File: config.mk
export PLATFORM = sky130hd
export DESIGN_NAME = booth_pp_accumulator
export DESIGN_NICKNAME = d
export VERILOG_FILES = /design/src/rtl/booth_pp_accumulator.sv
export SDC_FILE = /design/constraint.sdc
export NUM_CORES = 1
export LEC_CHECK = 0
export CORE_UTILIZATION = 35
export CTS_CLUSTER_DIAMETER = 50
export CTS_CLUSTER_SIZE = 24
export DETAILED_ROUTE_END_ITERATION = 8
export SETUP_SLACK_MARGIN = 0.05
export SLEW_MARGIN = 10
export SYNTH_ARGS = -nofsm -noshare
export SYNTH_HDL_FRONTEND = slang
export SYNTH_SLANG_ARGS = --single-unit
File: constraint.sdc
create_clock -name clk -period 5.4 [get_ports clk]
set_input_delay 0.54 -clock clk [delete_from_list [all_inputs] [get_ports clk]]
set_output_delay 0.54 -clock clk [all_outputs]
set_load 0.03 [all_outputs]
File: src/rtl/booth_pp_accumulator.sv
// +--------------------------------------------------------------------------+
// | booth_pp_accumulator: sequential radix-4 Booth partial-product summer    |
// | Rev 1.0 - initial release                                                |
// +--------------------------------------------------------------------------+
`timescale 1ns/1ps
`default_nettype none

module booth_pp_accumulator #(
  parameter int PP_W  = 17,
  parameter int ROWS  = 8,
  parameter int OUT_W = 32
) (
  input  logic             clk,
  input  logic             rst,
  input  logic             start,
  input  logic             pp_valid,
  output logic             pp_ready,
  input  logic [PP_W-1:0]  pp,
  input  logic             pp_neg,
  output logic             busy,
  output logic             prod_valid,
  input  logic             prod_ready,
  output logic [OUT_W-1:0] product
);

  localparam int ROW_W = (ROWS > 1) ? $clog2(ROWS) : 1;
  localparam logic [ROW_W-1:0] LAST_ROW = ROW_W'(ROWS - 1);

  typedef enum logic [1:0] {
    IDLE  = 2'd0,
    ACCUM = 2'd1,
    DONE  = 2'd2
  } state_t;

  state_t           state_q, state_d;
  logic [OUT_W-1:0] acc_q, acc_d;
  logic [ROW_W-1:0] row_q, row_d;
  logic             busy_q, busy_d;
  logic             prod_valid_q, prod_valid_d;

  logic             beat;
  logic [ROW_W:0]   shamt;
  logic [OUT_W-1:0] pp_ext;
  logic [OUT_W-1:0] neg_ext;
  logic [OUT_W-1:0] term;
  logic [OUT_W-1:0] base;

  assign pp_ready = (state_q == ACCUM);
  assign beat     = pp_valid && pp_ready;

  // Row k carries weight 4^k, so both the row and its +1 land at bit 2k.
  assign shamt   = {row_q, 1'b0};
  assign pp_ext  = {{(OUT_W-PP_W){pp[PP_W-1]}}, pp};
  assign neg_ext = {{(OUT_W-1){1'b0}}, pp_neg};
  assign term    = (pp_ext << shamt) + (neg_ext << shamt);

  // Clearing on row 0 instead of on start keeps the previous product visible
  // in IDLE until the next operation actually delivers data.
  assign base = (row_q == '0) ? '0 : acc_q;

  always_comb begin
    state_d      = state_q;
    acc_d        = acc_q;
    row_d        = row_q;
    busy_d       = busy_q;
    prod_valid_d = prod_valid_q;
    case (state_q)
      IDLE: begin
        if (start) begin
          state_d = ACCUM;
          row_d   = '0;
          busy_d  = 1'b1;
        end
      end
      ACCUM: begin
        if (beat) begin
          acc_d = base + term;
          if (row_q == LAST_ROW) begin
            state_d      = DONE;
            row_d        = '0;
            prod_valid_d = 1'b1;
          end else begin
            row_d = row_q + ROW_W'(1);
          end
        end
      end
      DONE: begin
        if (prod_ready) begin
          state_d      = IDLE;
          busy_d       = 1'b0;
          prod_valid_d = 1'b0;
        end
      end
      default: begin
        state_d      = IDLE;
        row_d        = '0;
        busy_d       = 1'b0;
        prod_valid_d = 1'b0;
      end
    endcase
  end

  always_ff @(posedge clk) begin
    if (rst) begin
      state_q      <= IDLE;
      acc_q        <= '0;
      row_q        <= '0;
      busy_q       <= 1'b0;
      prod_valid_q <= 1'b0;
    end else begin
      state_q      <= state_d;
      acc_q        <= acc_d;
      row_q        <= row_d;
      busy_q       <= busy_d;
      prod_valid_q <= prod_valid_d;
    end
  end

  assign busy       = busy_q;
  assign prod_valid = prod_valid_q;
  assign product    = acc_q;

endmodule

`default_nettype wire

==> reports/results.txt <==
Worst Slack Setup Final: 1.08 ns
Synth-to-Final Area Change: 18.7%
I/O pin total: 58
Initial Utilization: 35.8%
Unrepaired setup endpoints after global routing: no
Sw power: 0.000321 W
Cts bufs inserted: 5
Setup Crit Path Kind: reg -> reg
Largest net degree at the start of global routing: 38
Final setup viols: 0
Dpl ws: 0.984 ns
First drt pass iteration count: 7
Async SR Flop Fraction: 0%
Cell variety after synth: 64
Post-synth EDFFs: 0
Clk buf depth: 2
Setup Fix Bufs, Post-CTS: 0
# rows: 41
Vias in the first global route: 4282
Worst skew pair latency: 0.31 ns
Clock Skews: 0.0124 ns
Detail Placement HPWL: 10.5 mm
Pwr dens: 174 mW/mm^2
Core area: 0.0126 sq mm
Cell Chain, Critical Path: inv_1 -> ha_1 -> nand2b_1 -> buf_4 -> and2_1 -> fa_1 -> ha_1 -> a21oi_2 -> a21oi_1 -> nor3_1 -> a31oi_1 -> a41oi_1 -> xor2_1 -> o21ai_1
Global-route wire length before repair: 21.6 mm
VDD IR max: 0.000155 V
Cell with the most instances after synthesis: nand2_1
Failing checks: DRC
Hold Violations, Final: 0
Drt wl/cell: 16.7 um
Fin. max-slew vios: 0
Worst stage delay on the critical path: 0.48 ns
Crit path DAT: 4.50 ns
Final wirelength: 13.5 mm
DR iter-0 viols: 302
Mean Syn Cell Area: 7.52 sq um
CP delay by family, top: adder cells
# DRC: 2
Layout cell share with drive strength beyond 1: 6.11%
Clock Power Share: 35.3%
Fill cell count: 1314
Initial antenna violation count: 0
Worst setup SP type: flop
Setup tns final: 0 ns
Number of port buffers: 57
Top cell by count, worst path: ha_1
Yosys top cell area share: 17.3%
Overflow after GRT: 0
CTS tree: yes
Slowest-stage cell, CP: fa_1
Leak: 2.24 nW
Total GRT Usage: 21.0%
GPL Wtd Cong: 0.947
CTS root buffer: clkbuf_16
CP max FO: 18
Internal: 0.000613 W
Least-Margin Pin Slew: 0.824 ns
Syn Inst Count: 601
Synth Cell Area: 0.00452 sq mm
Max Fclk: 232 MHz
Crit end category: flop
Combinational Power Share: 31.0%
Status: finished, violations left
Number of max-cap violations: 0
DRT antenna net count: 0
Sink Count: 39
Main synth FF type: dfxtp_1
# diodes: 0
Relative slew slack: 45.1%
CTS Hold Bufs: 0
Post-synth top area cell: dfxtp_1
Clock-pin slew of the registers on the worst-case setup and hold paths: 0.07 ns
Reg power frac: 33.6%
H-tree Lvls: 2
Minimum clock period: 4.32 ns
Die W: 116 um
WP data required: 5.58 ns
Seq/Total Area, Yosys: 17.3%
Synthesized flop and latch total: 39
Post-CTS Resized: 0
Hold WC Path Type: reg -> reg
Via Count: 4459
Tcrit/Tclk final: 80.0%
Die Span Y: 116 um
Syn_nets: 689
Buffer and inverter count on the worst path: 2
Vias per cell: 5.50
Die area: 0.0134 sq mm
Nets: 725
Ys Warns: 0
Synth top cells by count: nand2_1, ha_1, nor2_1
Synth area leaders: dfxtp_1, ha_1, nand2_1
Sw Share: 34.3%
Fin Hold WS: 0.459 ns
## final cells by class
type	count	area [sq um]	share of cell area, %
Inverter	12	45.0	0.840
Sequential cell	39	781	14.6
Tap cell	172	215	4.01
Multi-Input combinational cell	516	3550	66.2
Timing Repair Buffer	63	616	11.5
Clock buffer	8	156	2.92
## power by group through the flow
stage	Combinational [W]	Sequential, W	Clock (W)
final	0.000290	0.000314	0.000330
after global routing	0.000319	0.000316	0.000348
after CTS	0.000289	0.000314	0.000341
after detailed placement	0.000286	0.000321	0
after global placement	0.000287	0.000320	0
after floorplan	0.000168	0.000344	0
## routing by layer
metal | share of wire [%] | vias up | track usage, %
li1 | - | 2230 | -
met1 | 47 | 2078 | 27.6
met2 | 45 | 125 | 33.3
met3 | 5.1 | 26 | 3.92
met4 | 3.2 | 0 | 10.1
met5 | 0 | - | 0
## per-stage QoR
stage	cells	util [%]	instance area (sq um)	power, W
2_1_floorplan	601	-	4520	0.000512
3_3_place_gp	802	41.3	5210	0.000607
3_5_place_dp	802	41.3	5210	0.000607
4_1_cts	810	42.5	5360	0.000944
5_1_grt	810	42.5	5370	0.000983
6_report	810	42.5	5370	0.000933
## cell families (layout without fill, tap and decap cells)
kind of cell / count (synthesis) / after routing / synth area share [%]
AND/OR/NAND/NOR: 236 / 236 / 25.5
AO/OA/AOI/OAI: 166 / 166 / 23.1
adder cells (fa/ha/maj): 65 / 65 / 19.5
buffers and inverters: 46 / 83 / 4.21
flip-flops: 39 / 39 / 17.3
multiplexers: 26 / 26 / 5.98
XOR/XNOR: 23 / 23 / 4.46
## final timing paths
check	start	endpoint	slack, ns	depth (start not counted)
worst max-delay path	row_q[0]	product[24]	1.08	14
worst min-delay path	product[24]	product[24]	0.46	2
worst max register to register	row_q[0]	product[24]	1.08	14
worst min register to register	product[24]	product[24]	0.46	2
## tightest hold or removal path, cell delays in order (launching register included)
cell     delay, ns
dfxtp_1       0.32
nand2_1       0.05
o21ai_1       0.05
## flip-flops by register name (all words and copies together) (netlist names)
signal	flops
busy	1
row_q	3
prod_valid	1
product	32
state_q	2
## layout by cell type, fill, tap and decap left out, drive strengths merged, types with 9 or more instances in the layout
cell	netlist	layout
a21o	11	11
a21oi	54	54
and2	39	39
clkdlybuf4s50	0	57
dfxtp	39	39
fa	9	9
ha	56	56
inv	12	12
mux2i	18	18
nand2	86	86
nand3	17	17
nor2	50	50
nor3	11	11
o211ai	10	10
o21ai	46	46
xnor2	11	11
xor2	12	12
(Power assumes the default switching activity.)
